File: src/rtl/flop_pipe_pkg.sv
// Shared helpers and constants for the flop_pipe elastic register slice.
// FLOP_PIPE_STATS_EN adds a saturating output-transfer counter to the top.
package flop_pipe_pkg;

  localparam int STATS_W = 16;

  function automatic int cnt_w(input int depth);
    return $clog2(depth + 1);
  endfunction

endpackage

File: src/rtl/flop_pipe_stage.sv
// One elastic stage: valid bit plus data word, loaded on advance, cleared by flush.
module flop_pipe_stage
  import flop_pipe_pkg::*;
#(
  parameter int WIDTH = 4
) (
  input  logic             clk,
  input  logic             reset_n,
  input  logic             clr,
  input  logic             en,
  input  logic             vld_d,
  input  logic [WIDTH-1:0] data_d,
  output logic             vld_q,
  output logic [WIDTH-1:0] data_q
);

  // Bubbles never overwrite data; flush drops validity but keeps the word.
  always_ff @(posedge clk or negedge reset_n) begin
    if (!reset_n) begin
      vld_q  <= 1'b0;
      data_q <= '0;
    end else if (clr) begin
      vld_q <= 1'b0;
    end else if (en) begin
      vld_q <= vld_d;
      if (vld_d) data_q <= data_d;
    end
  end

endmodule

File: src/rtl/flop_pipe.sv
// Parametrised valid/ready register pipeline with bubble collapsing, flush and occupancy.
// Define FLOP_PIPE_STATS_EN to add the saturating xfer_cnt output.
module flop_pipe
  import flop_pipe_pkg::*;
#(
  parameter int WIDTH = 4,
  parameter int DEPTH = 3
) (
  input  logic                     clk,
  input  logic                     reset_n,
  input  logic                     flush,
  input  logic                     in_valid,
  output logic                     in_ready,
  input  logic [WIDTH-1:0]         in_data,
  output logic                     out_valid,
  input  logic                     out_ready,
  output logic [WIDTH-1:0]         out_data,
  output logic [cnt_w(DEPTH)-1:0]  count
`ifdef FLOP_PIPE_STATS_EN
  ,
  output logic [STATS_W-1:0]       xfer_cnt
`endif
);

  localparam int CW = cnt_w(DEPTH);

  logic [DEPTH-1:0] valid_q;
  logic [DEPTH-1:0] adv;
  logic [DEPTH-1:0] vld_src;
  logic [DEPTH-1:0] valid_nxt;
  logic [WIDTH-1:0] data_q   [DEPTH];
  logic [WIDTH-1:0] data_src [DEPTH];
  logic [CW-1:0]    cnt_nxt;

  // A stage may advance if the stage below it advances or it holds a bubble.
  always_comb begin : adv_chain
    logic a;
    a   = out_ready | ~valid_q[DEPTH-1];
    adv = '0;
    adv[DEPTH-1] = a;
    for (int i = DEPTH - 2; i >= 0; i--) begin
      a      = a | ~valid_q[i];
      adv[i] = a;
    end
  end

  assign in_ready  = adv[0] & ~flush & reset_n;
  assign out_valid = valid_q[DEPTH-1] & ~flush;
  assign out_data  = data_q[DEPTH-1];

  always_comb begin
    vld_src     = '0;
    vld_src[0]  = in_valid & in_ready;
    data_src[0] = in_data;
    for (int i = 1; i < DEPTH; i++) begin
      vld_src[i]  = valid_q[i-1];
      data_src[i] = data_q[i-1];
    end
  end

  for (genvar g = 0; g < DEPTH; g++) begin : g_stage
    flop_pipe_stage #(.WIDTH(WIDTH)) u_stage (
      .clk    (clk),
      .reset_n(reset_n),
      .clr    (flush),
      .en     (adv[g]),
      .vld_d  (vld_src[g]),
      .data_d (data_src[g]),
      .vld_q  (valid_q[g]),
      .data_q (data_q[g])
    );
  end

  // Occupancy is registered from the next-state valids so it tracks the stages exactly.
  always_comb begin
    valid_nxt = '0;
    cnt_nxt   = '0;
    for (int i = 0; i < DEPTH; i++) begin
      valid_nxt[i] = flush ? 1'b0 : (adv[i] ? vld_src[i] : valid_q[i]);
      cnt_nxt      = cnt_nxt + CW'(valid_nxt[i]);
    end
  end

  always_ff @(posedge clk or negedge reset_n) begin
    if (!reset_n) count <= '0;
    else          count <= cnt_nxt;
  end

`ifdef FLOP_PIPE_STATS_EN
  function automatic logic [STATS_W-1:0] sat_inc(input logic [STATS_W-1:0] v);
    return (v == '1) ? v : v + STATS_W'(1);
  endfunction

  // Flush does not clear the statistic; only reset does.
  always_ff @(posedge clk or negedge reset_n) begin
    if (!reset_n)                    xfer_cnt <= '0;
    else if (out_valid && out_ready) xfer_cnt <= sat_inc(xfer_cnt);
  end
`endif

endmodule

File: config.mk
export PLATFORM = sky130hd
export DESIGN_NAME = flop_pipe
export DESIGN_NICKNAME = d
export VERILOG_FILES = /design/src/rtl/flop_pipe_pkg.sv /design/src/rtl/flop_pipe_stage.sv /design/src/rtl/flop_pipe.sv
export SDC_FILE = /design/constraint.sdc
export NUM_CORES = 1
export LEC_CHECK = 0
export CELL_PAD_IN_SITES_DETAIL_PLACEMENT = 1
export CELL_PAD_IN_SITES_GLOBAL_PLACEMENT = 1
export CORE_AREA = 2 2 58 60
export CTS_CLUSTER_SIZE = 25
export DETAILED_ROUTE_END_ITERATION = 8
export DIE_AREA = 0 0 60 62
export GPL_TIMING_DRIVEN = 1
export PLACE_DENSITY_LB_ADDON = 0.08
export SETUP_SLACK_MARGIN = 0.4
export SLEW_MARGIN = 20
export SYNTH_ARGS = -nofsm -noshare
export SYNTH_HDL_FRONTEND = slang
export SYNTH_SLANG_ARGS = --single-unit
File: constraint.sdc
create_clock -name clk -period 2.1 [get_ports clk]
set_clock_uncertainty 0.2 [all_clocks]
set_input_delay 0.21 -clock clk [delete_from_list [all_inputs] [get_ports clk]]
set_output_delay 0.21 -clock clk [all_outputs]
set_load 0.005 [all_outputs]
==> metrics.md, run 1 <==
| Metric | Value |
|---|---|
| Placed inst area | `970.9 um^2` |
| Fraction of layout cells with a size suffix above 1 | `36.11%` |
| Core Area | `~0.0032 mm^2` |
| Clock latency on the worst-skew pair | `0.29 ns` |
| Register clock-pin slew on the reported worst setup and hold paths | `0.11 ns` |
| Worst Path Class, Setup | `reg2reg` |
| R2r setup slk | `0.43 ns` |
| CTS tree | `done` |
| Post-CTS Hold Fix Bufs | `0` |
| Pin count of the biggest net entering global routing | `15` |
| Fill cells | `347` |
| CTS Buffer Depth | `2` |
| Pre-antenna DRT Iters | `2` |
| CTS Root Cell | `clkbuf_4` |
| Via density | `3.788` |
| Layout Nets | `83` |
| Vias | `447` |
| Final Hold Viols | `0` |
| Worst reg2reg path depth | `4` |
| GPL Wtd Cong | `~0.67` |
| Max-cap violations | `0` |
| PortBufs | `16` |
| Setup tns final | `0 ns` |
| P_leak | `0.4574 nW` |
| Maximum clock rate | `600.1 MHz` |
| Syn_area_per_cell | `15.01 um^2` |
| Drt wl/cell | `roughly 11 um` |
| Core Rows | `21` |
| Crit-path slowest cell | `dfrtp_1` |
| Reg2Reg Launch Point | `g_stage[2].u_stage.vld_q` |
| Peak VDD IR | `0.1537 mV` |
| CP Cell Sequence | `and4b_4 > buf_4 > nor3_4 > mux2_1` |
| Rel. slew slack | `between 80% and 90%` |
| Die Span X | `60 um` |
| CTS Buf Count | `3` |
| Final Cycle Share | `79.36%` |
| Antenna violations before repair | `0` |
| Finished Cell Area | `0.001028 mm^2` |
| H-tree depth | `1` |
| # diodes | `0` |
| Chip height | `62 um` |
| Unrepaired setup endpoints after global routing | `true` |
| Power Dens Cells | `773.2 mW/mm^2` |
| Initial Util | `23.61%` |
| Antenna violation net count after detailed routing | `0` |
| Multi-input logic area | `307.8 um^2` |
| Slew @ Worst Pin | `0.2905 ns` |
| Worst slack at placement | `0.03414 ns` |
| Synth Register Bits | `17` |
| Warnings from Yosys | `0` |
| Largest driver fanout on the critical path | `4` |
| GRT Total Usage | `roughly 8.4%` |
| Die ar. | `0.003720 mm^2` |
| Final setup vio count | `0` |
| Worst min path class | `in2async` |
| Synth unique cells | `17` |
| CP Data Required Time | `2.08 ns` |
| Setup ws final | `approximately 0.43 ns` |
| Sequential-to-total area share from yosys stat | `56.67%` |
| Vias in the first global route | `471` |
| Worst flop-to-flop path endpoint | `g_stage[0].u_stage.data_q[0]` |
| CP peak stage delay | `0.42 ns` |
| Mapped cell area | `~750 um^2` |
| Worst hold margin | `~0.16 ns` |
| Gr ovfl total | `0` |
| Global-route wire length before repair | `2166 um` |
| Final min period | `1.666 ns` |
| Max Slew Vio Count | `0` |
| P&R area growth vs syn | `37.00%` |
| Outcome | `complete, no violations` |
| Initial drt markers | `2` |
| Final WL | `1350 um` |
| # IOs | `17` |
| Num Clock Sinks | `17` |
| Mapped Nets | `60` |
| Worst setup EP type | `register` |
| CP startpoint kind | `register` |
| Cells after Synth | `50` |
| Detailed-route DRC error count | `0` |
| CP arrival | `1.64 ns` |
| Register area | `425.4 um^2` |
-- cells by family after synthesis --
kind of cell	Yosys count	synth area share, %
buffers and inverters	6	5.166
flip-flops	17	56.67
multiplexers	12	20.00
adder cells (fa/ha/maj)	1	2.667
AO/OA/AOI/OAI	3	3.667
AND/OR/NAND/NOR	11	11.83
-- Yosys cell counts (all sizes together) --
master	count	area, um^2
a211o	1	17.52
a21oi	2	10.01
and4b	1	13.76
buf	5	35.03
dfrtp	17	425.4
fa	1	20.02
inv	1	3.750
mux2	12	150.2
nand2	1	3.750
nor2	4	15.01
nor2b	2	20.02
nor3	1	16.27
nor3b	2	20.02
-- routing by layer --
layer	track usage (%)	part of all wire, %	wire length [um]	up-vias
li1	-	-	-	217
met1	12.13	50	679	218
met2	11.65	45	607	10
met3	2.484	3.9	53	2
met4	3.810	0.74	10	0
met5	0	0	0	-
-- cell usage in the layout, fill, tap and decap left out, drive strengths merged --
cell           instances
a211o                  1
a21oi                  2
and4b                  1
buf                    8
clkbuf                 3
clkdlybuf4s50         12
clkinvlp               1
dfrtp                 17
dlygate4sd2            3
fa                     1
inv                    1
mux2                  12
nand2                  1
nor2                   4
nor2b                  2
nor3                   1
nor3b                  2
-- critical path: cells and delay by family, from the launching register on --
kind                   cells  cell delay [ns]
DFF                        1             0.42
muxes                      1             0.36
and+or+nand+nor            2             0.44
buffers and inverters      1             0.14
-- power breakdown --
group | total [mW] | internal (mW) | switching (mW)
logic | 0.180 | 0.128 | 0.0513
clock network | 0.181 | 0.0723 | 0.109
registers | 0.434 | 0.399 | 0.0358
-- per-stage QoR --
step / util (%) / power [mW] / instances
after floorplan: - / 0.5532 / 50
after global placement: 30.54 / 0.6219 / 112
after detailed placement: 30.54 / 0.6248 / 112
after CTS: 32.03 / 0.8103 / 117
after global routing: 32.35 / 0.8508 / 118
final: 32.35 / 0.7952 / 118
-- flip-flops by register name, summed over array words and instances, names as in the netlist --
signal	count
g_stage.u_stage.data_q	12
g_stage.u_stage.vld_q	3
count	2
-- what timing repair did --
action | in CTS | in global routing
resized for setup | 8 | 4
setup buffers | 1 | 1
endpoints found under the hold margin | 0 | 0
pin swaps | 1 | 0
setup endpoints to repair | 7 | 4
-- final cells by class --
type | instances | area share [%]
inverter | 1 | 0.3650
clock buffer | 3 | 2.190
sequential | 17 | 41.36
timing repair buffer | 23 | 19.83
multi-input combinational | 27 | 29.93
tap | 46 | 5.596
clock inverter | 1 | 0.7299
-- worst max path at each step --
stage | end | cells after the start | startpoint | slack (ns)
floorplan | count[0] | 4 | g_stage[1].u_stage.vld_q | 0.52
global placement | in_ready | 4 | out_ready | 0.02
detailed placement | in_ready | 4 | out_ready | 0.03
CTS | in_ready | 3 | g_stage[2].u_stage.vld_q | 0.38
global route | g_stage[0].u_stage.data_q[0] | 4 | g_stage[2].u_stage.vld_q | 0.39
finish | g_stage[0].u_stage.data_q[0] | 4 | g_stage[2].u_stage.vld_q | 0.43
No activity file was read; power rests on OpenSTA's default activity.
==> run 2: changes to the inputs <==
==> constraint.sdc (replaced) <==
create_clock -name clk -period 1.35 [get_ports clk]
set_clock_uncertainty 0.2 [all_clocks]
set_input_delay 0.135 -clock clk [delete_from_list [all_inputs] [get_ports clk]]
set_output_delay 0.135 -clock clk [all_outputs]
set_load 0.005 [all_outputs]
==> run 2 against run 1 <==
Against the previous run:
- utilization rose by 2.6 points
- worst hold slack got worse by 0.046 ns
- highest routed layer unchanged
- clock-buffer cell count rose by 1
- the flow now finishes with violations (setup timing)
- register-to-register slack lost 0.69 ns
==> metrics.md, run 2 (same netlist as run 1, synthesis figures left out) <==
| Metric | Value |
|---|---|
| CP peak stage delay | `0.45 ns (+0.03 ns)` |
| Final Hold Viols | `0 (unchanged)` |
| Vias | `475 (+6.3%)` |
| Global-route wire length before repair | `2435 um (+12%)` |
| PortBufs | `16 (unchanged)` |
| Initial drt markers | `10 (+8)` |
| Drt wl/cell | `11.49 um (+0.42%)` |
| Top Registers | `g_stage.u_stage.data_q x12, g_stage.u_stage.vld_q x3, count x2` |
| CTS Buffer Depth | `2 (unchanged)` |
| H-tree depth | `1 (unchanged)` |
| Via density | `3.740 (-1.3%)` |
| R2r setup slk | `-0.26 ns (-0.69 ns)` |
| Power Dens Cells | `1178 mW/mm^2 (+52%)` |
| Worst hold margin | `0.1111 ns (-0.04568 ns)` |
| Initial Util | `23.61% (unchanged)` |
| Tot Pwr | `1.308 mW (+65%)` |
| Placed cell count | `114 (+1.8%)` |
| Slew @ Worst Pin | `0.2267 ns (-0.06388 ns)` |
| CTS Root Cell | `clkbuf_4` |
| Core Rows | `21 (unchanged)` |
| Outcome | `complete, but fails checks` |
| Worst min path class | `in2async` |
| Flop pwr share | `52.0% (-2.6 points)` |
| Max Slew Vio Count | `0 (unchanged)` |
| Pin count of the biggest net entering global routing | `18 (+3)` |
| Unrepaired setup endpoints after global routing | `true` |
| Final WL | `1459 um (+8.1%)` |
| # diodes | `0 (unchanged)` |
| P&R area growth vs syn | `48.00%` |
| Chip height | `62 um (unchanged)` |
| Final Cycle Share | `119.3% (+40 points)` |
| # IOs | `17 (unchanged)` |
| Worst flop-to-flop path endpoint | `count[0]` |
| Fraction of layout cells with a size suffix above 1 | `64.20% (+28 points)` |
| Worst reg2reg path depth | `4 (unchanged)` |
| CP arrival | `1.58 ns (-0.06 ns)` |
| Largest driver fanout on the critical path | `3 (-1)` |
| Worst setup EP type | `register` |
| Antenna violation net count after detailed routing | `0 (unchanged)` |
| Max reg flops | `12 (unchanged)` |
| Setup ws final | `-0.2603 ns (-0.6938 ns)` |
| Sw power | `0.3094 mW (+58%)` |
| Most frequent cells in the layout | `dfrtp_1 (17), mux2_4 (12), buf_4 (11), buf_2 (8), clkdlybuf4s50_1 (6)` |
| Crit-path slowest cell | `fa_2` |
| GRT Total Usage | `9.262% (+0.82 points)` |
| Rel. slew slack | `84.89% (+4.3 points)` |
| CP Cell Sequence | `and4b_4 > a21oi_2 > nor2_2 > fa_2` |
| Finished Layout Cells | `127 (+7.6%)` |
| GPL Wtd Cong | `0.6954 (+3.4%)` |
| CP Data Required Time | `1.32 ns (-0.76 ns)` |
| Peak VDD IR | `0.4186 mV (+170%)` |
| Clock share of power | `20.3% (-2.5 points)` |
| Most common cell after layout, fill and taps aside | `dfrtp_1` |
| Vias in the first global route | `491 (+4.2%)` |
| Post-layout util | `34.95% (+2.6 points)` |
| Die ar. | `0.003720 mm^2 (unchanged)` |
| Switching Fraction | `23.65% (-1.0 points)` |
| Reg2Reg Launch Point | `g_stage[1].u_stage.vld_q` |
| CP startpoint kind | `register` |
| Failing checks | `setup timing` |
| Maximum clock rate | `621.0 MHz (+3.5%)` |
| Most flops, register | `g_stage.u_stage.data_q` |
| Max-cap violations | `0 (unchanged)` |
| Worst Path Class, Setup | `reg2reg` |
| Antenna violations before repair | `0 (unchanged)` |
| Register clock-pin slew on the reported worst setup and hold paths | `0.10 ns (about the same)` |
| Die Span X | `60 um (unchanged)` |
| Clock latency on the worst-skew pair | `0.28 ns (about the same)` |
| Final min period | `1.610 ns (-0.05619 ns)` |
| Layout Nets | `92 (+11%)` |
| CTS tree | `done` |
| Fill cells | `349 (+0.58%)` |
| P_leak | `0.5309 nW (+16%)` |
| Num Clock Sinks | `17 (unchanged)` |
| Gr ovfl total | `0 (unchanged)` |
| Pre-antenna DRT Iters | `3 (+1)` |
| Combinational Power Share | `27.8% (+5.2 points)` |
| Core Area | `0.003179 mm^2 (unchanged)` |
| Final setup vio count | `16 (+16)` |
| Detailed-route DRC error count | `0 (unchanged)` |
| Internal | `0.9991 mW (+67%)` |
| CTS Buf Count | `3 (unchanged)` |
[run 2: cell types whose count changed in the layout (fill, tap and decap cells not counted), sizes merged]
cell / before / now
clkdlybuf4s50: 12 / 6
buf: 8 / 24
clkbuf: 3 / 4
clkinvlp: 1 / 0
dlygate4sd2: 3 / 2
[run 2: metrics by stage]
stage / setup TNS, ns / area [um^2] / setup slack (ns)
3_3_place_gp: -7.433 / 1005 / -0.6095
3_5_place_dp: -7.491 / 1005 / -0.6090
4_1_cts: -3.044 / 1094 / -0.2725
5_1_grt: -3.666 / 1111 / -0.3291
6_report: -2.852 / 1111 / -0.2603
2_1_floorplan: -1.606 / 769.5 / -0.2187
[run 2: timing repair]
action | 4_1_cts | 5_1_grt
hold buffers | 0 | 0
pin swaps | 5 | 5
gates resized for setup | 48 | 1
setup endpoints to repair | 25 | 25
buffers inserted | 7 | 2
[run 2: worst max-delay path by stage]
| stage | endpoint | from | cells past startpoint |
|---|---|---|---|
| floorplan | count[0] | g_stage[1].u_stage.vld_q | 4 |
| global placement | in_ready | out_ready | 4 |
| detailed placement | count[0] | out_ready | 5 |
| CTS | count[0] | g_stage[2].u_stage.vld_q | 4 |
| global route | count[0] | g_stage[1].u_stage.vld_q | 4 |
| finish | count[0] | g_stage[1].u_stage.vld_q | 4 |
[run 2: power groups by stage]
| stage | combinational [mW] | sequential [mW] | clock, mW |
|---|---|---|---|
| after floorplan | 0.212 | 0.670 | 0 |
| after global placement | 0.301 | 0.696 | 0 |
| after detailed placement | 0.302 | 0.698 | 0 |
| after CTS | 0.338 | 0.688 | 0.293 |
| after global routing | 0.398 | 0.697 | 0.320 |
| final | 0.363 | 0.680 | 0.265 |
[run 2: layout make-up]
cell class / instances / area, um^2 / share of cell area, %
timing repair buffer: 32 / 256.5 / 23.09
sequential: 17 / 425.4 / 38.29
tap: 46 / 57.56 / 5.180
clock buffer: 4 / 26.28 / 2.365
inverter: 1 / 3.754 / 0.3378
multi-input combinational: 27 / 341.6 / 30.74
[run 2: critical path, delay by kind of cell (launching register included)]
kind | cells | cell delay, ns
fa+ha+maj | 1 | 0.45
flops | 1 | 0.38
simple gates | 2 | 0.44
compound gates | 1 | 0.04
[run 2: layer usage]
layer  global-route usage (%)  vias to the layer above  wire, um
met5                        0                        -         0
li1                         -                      231         -
met3                    2.692                        2        75
met1                    12.87                      231       711
met4                    4.762                        0        10
met2                    13.04                       11       661
